<file path="src/rtl/ps2_pkg.sv">
// Shared types and constants for the PS/2 receive path.
// Frame FSM state encoding and frame geometry.
package ps2_pkg;

  typedef enum logic [1:0] {
    S_IDLE,
    S_DATA,
    S_PARITY,
    S_STOP
  } rx_state_e;

  localparam int FRAME_BITS = 11;
  localparam int DATA_BITS  = FRAME_BITS - 3;

  function automatic logic odd_ok(
    input logic [DATA_BITS-1:0] d,
    input logic                 p
  );
    return ^{d, p};
  endfunction

endpackage

</file>
<file path="src/rtl/byte_fifo.sv">
// First-word-fall-through byte FIFO with registered head/valid.
// Pointers carry a wrap bit so full and empty are distinct.
module byte_fifo #(
  parameter int DEPTH = 8,
  parameter int WIDTH = 8
) (
  input  logic             clk,
  input  logic             reset_n,
  input  logic             push,
  input  logic [WIDTH-1:0] wdata,
  input  logic             pop,
  output logic [WIDTH-1:0] rdata,
  output logic             valid,
  output logic             drop
);

  localparam int AW = $clog2(DEPTH);

  logic [WIDTH-1:0] mem [DEPTH];
  logic [AW:0]      wptr;
  logic [AW:0]      rptr;
  logic [AW:0]      wptr_n;
  logic [AW:0]      rptr_n;
  logic             empty;
  logic             full;
  logic             do_push;
  logic             do_pop;
  logic [WIDTH-1:0] head_n;

  assign empty = (wptr == rptr);
  assign full  = (wptr[AW] != rptr[AW]) &&
                 (wptr[AW-1:0] == rptr[AW-1:0]);

  assign do_pop  = pop & ~empty;
  assign do_push = push & (~full | do_pop);
  assign drop    = push & full & ~do_pop;

  assign wptr_n = wptr + {{AW{1'b0}}, do_push};
  assign rptr_n = rptr + {{AW{1'b0}}, do_pop};

  // The slot being written is not in mem yet, so bypass it to the head.
  always_comb begin
    head_n = '0;
    if (wptr_n == rptr_n) begin
      head_n = '0;
    end else if (do_push &&
                 wptr[AW-1:0] == rptr_n[AW-1:0]) begin
      head_n = wdata;
    end else begin
      head_n = mem[rptr_n[AW-1:0]];
    end
  end

  always_ff @(posedge clk) begin
    if (do_push) begin
      mem[wptr[AW-1:0]] <= wdata;
    end
  end

  always_ff @(posedge clk or negedge reset_n) begin
    if (!reset_n) begin
      wptr  <= '0;
      rptr  <= '0;
      valid <= 1'b0;
      rdata <= '0;
    end else begin
      wptr  <= wptr_n;
      rptr  <= rptr_n;
      valid <= (wptr_n != rptr_n);
      rdata <= head_n;
    end
  end

endmodule

</file>
<file path="src/rtl/ps2_rx_fifo.sv">
// PS/2 device-to-host receiver: pin conditioning, frame FSM,
// error strobes and a FWFT byte queue for the scan-code consumer.
import ps2_pkg::*;

module ps2_rx_fifo #(
  parameter int FILTER_LEN     = 8,
  parameter int TIMEOUT_CYCLES = 50000,
  parameter int FIFO_DEPTH     = 8
) (
  input  logic       clk,
  input  logic       reset_n,
  input  logic       ps2_clk,
  input  logic       ps2_data,
  output logic [7:0] rx_data,
  output logic       rx_valid,
  input  logic       rx_ack,
  output logic       parity_err,
  output logic       frame_err,
  output logic       overflow,
  input  logic       err_clr
);

  localparam int FW = $clog2(FILTER_LEN + 1);
  localparam int TW = $clog2(TIMEOUT_CYCLES + 1);

  logic [1:0]    clk_sync;
  logic [1:0]    dat_sync;
  logic [FW-1:0] flt_cnt;
  logic          flt_clk;
  logic          flt_clk_q;
  logic          fall;
  logic          din;

  rx_state_e     state;
  rx_state_e     state_n;
  logic [2:0]    bitcnt;
  logic [2:0]    bitcnt_n;
  logic [7:0]    shreg;
  logic [7:0]    shreg_n;
  logic          par;
  logic          par_n;
  logic [TW-1:0] tcnt;
  logic [TW-1:0] tcnt_n;
  logic          timeout;
  logic          push_n;
  logic          perr_n;
  logic          ferr_n;

  logic          push_q;
  logic [7:0]    byte_q;
  logic          drop;

  always_ff @(posedge clk or negedge reset_n) begin
    if (!reset_n) begin
      clk_sync <= 2'b11;
      dat_sync <= 2'b11;
    end else begin
      clk_sync <= {clk_sync[0], ps2_clk};
      dat_sync <= {dat_sync[0], ps2_data};
    end
  end

  // Filtered clock flips only after FILTER_LEN opposite samples in a row.
  always_ff @(posedge clk or negedge reset_n) begin
    if (!reset_n) begin
      flt_cnt   <= '0;
      flt_clk   <= 1'b1;
      flt_clk_q <= 1'b1;
    end else begin
      flt_clk_q <= flt_clk;
      if (clk_sync[1] == flt_clk) begin
        flt_cnt <= '0;
      end else if (flt_cnt == FW'(FILTER_LEN - 1)) begin
        flt_cnt <= '0;
        flt_clk <= clk_sync[1];
      end else begin
        flt_cnt <= flt_cnt + FW'(1);
      end
    end
  end

  assign fall = flt_clk_q & ~flt_clk;
  assign din  = dat_sync[1];

  assign timeout = (state != S_IDLE) && !fall &&
                   (tcnt == TW'(TIMEOUT_CYCLES - 1));

  always_comb begin
    state_n  = state;
    bitcnt_n = bitcnt;
    shreg_n  = shreg;
    par_n    = par;
    push_n   = 1'b0;
    perr_n   = 1'b0;
    ferr_n   = 1'b0;
    tcnt_n   = (fall || state == S_IDLE) ? '0 : tcnt + TW'(1);
    if (timeout) begin
      state_n  = S_IDLE;
      bitcnt_n = '0;
      shreg_n  = '0;
      ferr_n   = 1'b1;
    end else if (fall) begin
      unique case (state)
        S_IDLE: begin
          if (!din) begin
            state_n  = S_DATA;
            bitcnt_n = '0;
          end
        end
        S_DATA: begin
          shreg_n = {din, shreg[7:1]};
          if (bitcnt == 3'(DATA_BITS - 1)) begin
            state_n = S_PARITY;
          end else begin
            bitcnt_n = bitcnt + 3'd1;
          end
        end
        S_PARITY: begin
          par_n   = din;
          state_n = S_STOP;
        end
        S_STOP: begin
          state_n = S_IDLE;
          if (!din) begin
            ferr_n = 1'b1;
          end else if (!odd_ok(shreg, par)) begin
            perr_n = 1'b1;
          end else begin
            push_n = 1'b1;
          end
        end
        default: state_n = S_IDLE;
      endcase
    end
  end

  always_ff @(posedge clk or negedge reset_n) begin
    if (!reset_n) begin
      state      <= S_IDLE;
      bitcnt     <= '0;
      shreg      <= '0;
      par        <= 1'b0;
      tcnt       <= '0;
      push_q     <= 1'b0;
      byte_q     <= '0;
      parity_err <= 1'b0;
      frame_err  <= 1'b0;
    end else begin
      state      <= state_n;
      bitcnt     <= bitcnt_n;
      shreg      <= shreg_n;
      par        <= par_n;
      tcnt       <= tcnt_n;
      push_q     <= push_n;
      parity_err <= perr_n;
      frame_err  <= ferr_n;
      if (push_n) begin
        byte_q <= shreg;
      end
    end
  end

  byte_fifo #(
    .DEPTH (FIFO_DEPTH),
    .WIDTH (8)
  ) u_fifo (
    .clk     (clk),
    .reset_n (reset_n),
    .push    (push_q),
    .wdata   (byte_q),
    .pop     (rx_ack),
    .rdata   (rx_data),
    .valid   (rx_valid),
    .drop    (drop)
  );

  // A drop in the same cycle as a clear still leaves the flag set.
  always_ff @(posedge clk or negedge reset_n) begin
    if (!reset_n) begin
      overflow <= 1'b0;
    end else if (drop) begin
      overflow <= 1'b1;
    end else if (err_clr) begin
      overflow <= 1'b0;
    end
  end

endmodule

</file>
<file path="config.mk">
export PLATFORM = sky130hd
export DESIGN_NAME = ps2_rx_fifo
export DESIGN_NICKNAME = d
export VERILOG_FILES = /design/src/rtl/ps2_pkg.sv /design/src/rtl/byte_fifo.sv /design/src/rtl/ps2_rx_fifo.sv
export SDC_FILE = /design/constraint.sdc
export NUM_CORES = 1
export LEC_CHECK = 0
export BUFFER_PORTS_ARGS = -buffer_cell sky130_fd_sc_hd__buf_2
export CORE_ASPECT_RATIO = 0.6
export CORE_MARGIN = 5
export CORE_UTILIZATION = 62
export DETAILED_ROUTE_END_ITERATION = 12
export PLACE_DENSITY = 0.79
export SYNTH_ARGS = -nofsm -noshare
export SYNTH_HDL_FRONTEND = slang
export SYNTH_HIERARCHICAL = 1
export SYNTH_SLANG_ARGS = --single-unit
</file>
<file path="constraint.sdc">
create_clock -name clk -period 4.2 [get_ports clk]
set_input_delay 0.21 -clock clk [delete_from_list [all_inputs] [get_ports clk]]
set_output_delay 0.21 -clock clk [all_outputs]
set_load 0.05 [all_outputs]
</file>
==> results of run 1 <==
==> through the flow <==
| step | utilization | hold slack [ps] | setup WS (ps) |
|---|---|---|---|
| after floorplan | - | -85.6 | 857 |
| after global placement | 0.654 | 316 | 866 |
| after CTS | 0.718 | 57.1 | 581 |
| after detailed placement | 0.654 | 317 | 614 |
| after global routing | 0.718 | 76.8 | 236 |
| final | 0.718 | 72.0 | 544 |
==> logic make-up after synthesis <==
group           after synthesis  share of synthesized area
compound gates               77                     0.0923
xor+xnor                     40                     0.0673
fa+ha+maj                    12                     0.0246
simple gates                130                      0.107
buf+inv                      38                     0.0280
flops                       133                      0.598
mux                          49                     0.0823
==> worst max path at each step <==
stage	to	slack, ps	depth (start not counted)
floorplan	u_fifo/rdata[4]	860	11
global placement	u_fifo/rdata[0]	870	10
detailed placement	u_fifo/rdata[1]	610	10
CTS	u_fifo/rdata[1]	580	10
global route	u_fifo/rdata[0]	240	10
finish	u_fifo/rdata[4]	540	10
==> sequential cells by signal, summed over array words and instances, names as in the netlist, 2 cells and up <==
name / flops
u_fifo/mem: 64
tcnt: 16
byte_q: 8
shreg: 8
u_fifo/rdata: 8
flt_cnt: 4
u_fifo/rptr: 4
u_fifo/wptr: 4
bitcnt: 3
clk_sync: 2
dat_sync: 2
state: 2
==> power by group <==
part / switching [W] / internal, W / total (W)
Combinational: 0.000319 / 0.000163 / 0.000481
Clock: 0.000498 / 0.000941 / 0.00144
Sequential: 0.0000568 / 0.00143 / 0.00149
==> tightest hold or removal path, delay by kind of cell <==
family                 cells  cell delay [ps]
AO/OA/AOI/OAI              1               90
buffers and inverters      2              130
==> placed cells by master (no fill, tap or decap), drive strengths merged, types with 5 or more instances in the layout <==
cell type  Yosys  routed
o21ai          6       6
xor2          14      14
clkbuf         8      31
inv           18      18
dfrtp         63      63
mux2i         39      39
nand2         25      25
a31oi          7       7
nand4          5       5
ha            12      12
o22a           7       7
nor3          16      16
o31ai          8       8
edfxtp        64      64
dfstp          6       6
a21oi         18      18
mux2          10      10
xnor2         23      23
nor2          43      43
o32a           7       7
or3            6       6
a22oi          7       7
buf           12      29
a221oi         7       7
nand3         13      13
==> area by class of cell <==
type / count / share of cell area
inverter: 18 / 0.00966
timing repair buffer: 32 / 0.0297
multi-input combinational: 308 / 0.328
clock inverter: 1 / 0.000716
clock buffer: 31 / 0.0846
tap: 135 / 0.0242
sequential: 133 / 0.523
==> routing by layer <==
layer,track usage,up-vias,routed length (um)
met1,0.334,1957,6060
met5,0,-,0
met4,0.0843,0,111
met2,0.323,161,5380
li1,-,1837,-
met3,0.0603,12,942
==> repair_timing <==
item | in CTS | in global routing
endpoints found under the hold margin | 65 | 0
gates resized for setup | 0 | 0
hold buffers | 3 | 0
==> metrics, run 1 <==
status finished clean; Setup CP Type reg2reg; first-pass GRT wire length 20,700 um; Clock Latency Late Sink 410 ps; Hold Crit Start err_clr; setup TNS 0 ps; CTS tree done; Reg clk slew, reported paths approximately 60 ps; Buf/Inv on CP 1; top-area cell type share of the netlist area 0.314; synthesized area per cell 12.8 um2; DIE AREA approximately 12,000 um2; sequential element share of the synthesized area 0.598; vias in the first global route between 3,000 and 4,000; mapped cell area roughly 6100 um2; largest fanout on the critical path 12; worst r2r path cells 10; DRC viols 0; cells along the critical path xnor2_1 > nand3_1 > o31ai_1 > inv_1 > ha_1 > nand3_1 > xnor2_1 > xor3_1 > nor4_4 > a221oi_1; highest-delay cell along the critical path o31ai_1; NumNets Final 528; Leak Pwr slightly above 3 nW; Startpoint Class flip-flop; # clock sinks 133; cell with the most instances after synthesis edfxtp_1; diode count 0; clock buffer count from CTS 17; IO Pins 18; RSZ-0062 raised after global routing no; Layout area overhead 14.4%; placed wire-length estimate between 8000 and 9000 um; Post-synth EDFFs 64; Rows 28; Initial DRC Count 421; WL per Instance 19.0 um; Fmax about 270 MHz; Setup Fix Bufs, Post-CTS 0; Period minus WS final 3660 ps; All-Layer GR Usage 0.225; post-route design area 6990 um2; gr ovfl total 0; power per cell area 488 nW/um2; Max Slew Vio Count 0; largest net degree at the start of global routing 70; synth cell count leaders 64 x edfxtp_1, 63 x dfrtp_1, 43 x nor2_1; r2r endpoint u_fifo/rdata[4]; final setup fails 0; core area around 10000 um2; vias 3,967; main area contributors after synthesis edfxtp_1 31%, dfrtp_1 26%, mux2i_1 6.4%; Endpoint, Worst Hold overflow; flop-to-flop setup slack 540 ps; total power roughly 0.0034 W; HP Class in2reg; syn_nets slightly below 500; WL final 12,500 um; # placed instances 623; Initial Util 0.628; Die W around 140 um; die height about 87 um; antenna viol nets, final 0; FF+latch count, synth 133; post-route insts no fill 658; Root Buffer clkbuf_16; synth warn 6; vias per cell about 6; Final Cycle Share 0.870; post-synthesis instance total between 400 and 500; asr flop ratio synth 0.519; Netlist cell types 52; hold path depth 3; cell family with most CP delay compound AO/OA/AOI/OAI gates; Slew HR 0.316; Top FF cell, synth edfxtp_1; slowest stage delay, CP 760 ps; I/O Buffers 17; initial antenna violation count 0; area leader, netlist edfxtp_1; FF/Latch Area 3660 um2; Least-Margin Pin Slew 1020 ps; Longest Clk Path Bufs 2; placed cell area 6370 um2; GP Congestion 0.906; H-tree levels 4; Max Cap Viol 0; Pre-Repair DR Iteration Count 5; Filler cells 666; share of post-route cells with drive strength above 1 0.153; critical path launch point u_fifo/wptr[2]; Worst Path Arrival between 3000 and 4000 ps; worst vdd ir 0.329 mV; worst r2r src u_fifo/wptr[2]; clock skew around 8.7 ps; Multi-input gate area 2300 um2; final hold violations 0; Worst setup EP type flip-flop; critical path required time 4450 ps
Power figures use the tool's default switching activity.
==> inputs of run 2 (changes only) <==
- CELL_PAD_IN_SITES_DETAIL_PLACEMENT: not set -> 1
- CELL_PAD_IN_SITES_GLOBAL_PLACEMENT: not set -> 2
- CORE_UTILIZATION: 62 -> 44
- PLACE_DENSITY: 0.79 -> not set
- PLACE_DENSITY_LB_ADDON: not set -> 0.1
==> run 2 against run 1 <==
- sequential power is essentially flat
- clock skew grew 7.9 ps
- sequential share of layout area shrank 0.12 points
- critical path type unchanged
- largest power group unchanged
==> metrics, run 2 (synthesized netlist as in run 1, its figures left out) <==
share of post-route cells with drive strength above 1 0.164 (+0.0115); hold_ws 46.2 ps (-25.8 ps); Setup CP Type reg2reg; Root Buffer clkbuf_16; CTS tree done; cells along the critical path xnor2_1 > nand3_1 > o31ai_1 > inv_1 > ha_1 > nand3_1 > xnor2_1 > xor3_1 > nor4_4 > a221oi_1; Initial Util 0.449 (-0.179); Filler cells 1,372 (+110%); core area 13,600 um2 (+40%); diode count 0 (unchanged); worst vdd ir 0.258 mV (-22%); Max Slew Vio Count 0 (unchanged); NumNets Final 528 (unchanged); die height 101 um (+17%); cell family with most CP delay compound AO/OA/AOI/OAI gates; most common cell after layout, fill and taps aside edfxtp_1; vias 3,969 (+0.050%); Initial DRC Count 218 (-48%); placed wire-length estimate 10,100 um (+21%); Worst Path Arrival 3930 ps (+30 ps); Worst path depth 10 (unchanged); power per cell area 485 nW/um2 (-0.54%); slowest stage delay, CP 730 ps (-30 ps); IO Pins 18 (unchanged); highest-delay cell along the critical path o31ai_1; Setup crit end u_fifo/rdata[3]; final hold violations 0 (unchanged); status finished clean; setup TNS 0 ps (unchanged); H-tree levels 4 (unchanged); Reg clk slew, reported paths 70 ps (about the same); final setup fails 0 (unchanged); WL per Instance 21.3 um (+12%); All-Layer GR Usage 0.196 (-0.0298); # resized after CTS 0 (unchanged); commonest cells after routing, fill and taps aside 64 x edfxtp_1, 63 x dfrtp_1, 43 x nor2_1, 39 x mux2i_1, 25 x nand2_1; gr ovfl total 0 (unchanged); flop-to-flop setup slack 530 ps (-20 ps); largest net degree at the start of global routing 70 (unchanged); Longest Clk Path Bufs 2 (unchanged); first-pass GRT wire length 24,200 um (+17%); Final Cycle Share 0.875 (+0.00434); vias per cell 5.69 (-5.7%); antenna viol nets, final 0 (unchanged); DRC viols 0 (unchanged); WL final 14,900 um (+19%); Largest register FFs 64 (unchanged); critical path launch point u_fifo/wptr[2]; Clock Latency Late Sink 420 ps (about the same); critical path required time 4460 ps (about the same); I/O Buffers 17 (unchanged); Period minus WS final 3670 ps (+18.2 ps); worst r2r src u_fifo/wptr[2]; Startpoint Class flip-flop; # clock sinks 133 (unchanged); Fmax 272 MHz (-0.50%); largest fanout on the critical path 12 (unchanged); HP Class in2reg; Worst setup EP type flip-flop; Least-Margin Pin Slew 1230 ps (+202 ps); GP Congestion 0.800 (-12%); r2r endpoint u_fifo/rdata[3]; Slew HR 0.181 (-0.134); clock skew 16.7 ps (+7.92 ps); Max Cap Viol 0 (unchanged); vias in the first global route 4,205 (+7.0%); Buf/Inv on CP 1 (unchanged); FF/Latch Area 3660 um2 (unchanged); Layout area overhead 14.7%; Die W 162 um (+17%); worst r2r path cells 10 (unchanged); Multi-input gate area 2300 um2 (about the same); Rows 33 (+18%); Leak Pwr 3.07 nW (-0.44%); RSZ-0062 raised after global routing no; DIE AREA 16,400 um2 (+37%); Pre-Repair DR Iteration Count 4 (-1); clock buffer count from CTS 17 (unchanged); initial antenna violation count 0 (unchanged)
==> run 2: worst reg2reg max path, stage by stage, from the launching register on <==
cell	delay [ps]
dfrtp_1	630
xnor2_1	200
nand3_1	120
o31ai_1	730
inv_1	160
ha_1	250
nand3_1	100
xnor2_1	180
xor3_1	410
nor4_4	570
a221oi_1	140
==> run 2: power breakdown <==
group	internal [W]	leakage, nW	switching [W]
logic	0.000162	1.17	0.000323
clock network	0.000806	0.281	0.000616
registers	0.00143	1.61	0.0000606
total	0.00240	3.07	0.00100
==> run 2: per-stage QoR <==
stage	setup WS (ps)	area, um2	cells	power (W)	utilization
final	526	7010	698	0.00340	0.514
after global routing	211	7010	698	0.00356	0.514
after CTS	503	7010	698	0.00344	0.514
after detailed placement	526	6420	663	0.00200	0.471
after global placement	731	6420	663	0.00198	0.471
after floorplan	857	6110	479	0.00186	-
==> run 2: layer usage <==
metal  share of wire  track usage  vias to the layer above
met2            0.42        0.277                       90
li1                -            -                     1824
met1            0.51        0.296                     2040
met4           0.011       0.0643                        0
met5               0            0                        -
met3           0.053       0.0476                       15
==> run 2: layout make-up <==
| class | count | area share |
|---|---|---|
| sequential | 133 | 0.522 |
| multi-input combinational | 308 | 0.328 |
| clock buffer | 18 | 0.0643 |
| tap | 175 | 0.0312 |
| timing repair buffer | 32 | 0.0296 |
| clock inverter | 14 | 0.0159 |
| inverter | 18 | 0.00964 |
==> run 2: repair_timing <==
item,in CTS,in global routing
hold endpoints to repair,65,0
setup buffers,0,0
hold buffers,3,0
==> run 2: worst min-delay path by stage <==
stage / from / to / cells after the start
6_report: err_clr / overflow / 3
4_1_cts: err_clr / overflow / 3
2_1_floorplan: reset_n / bitcnt[0] / 0
3_5_place_dp: ps2_data / dat_sync[0] / 1
3_3_place_gp: ps2_data / dat_sync[0] / 1
5_1_grt: err_clr / overflow / 3
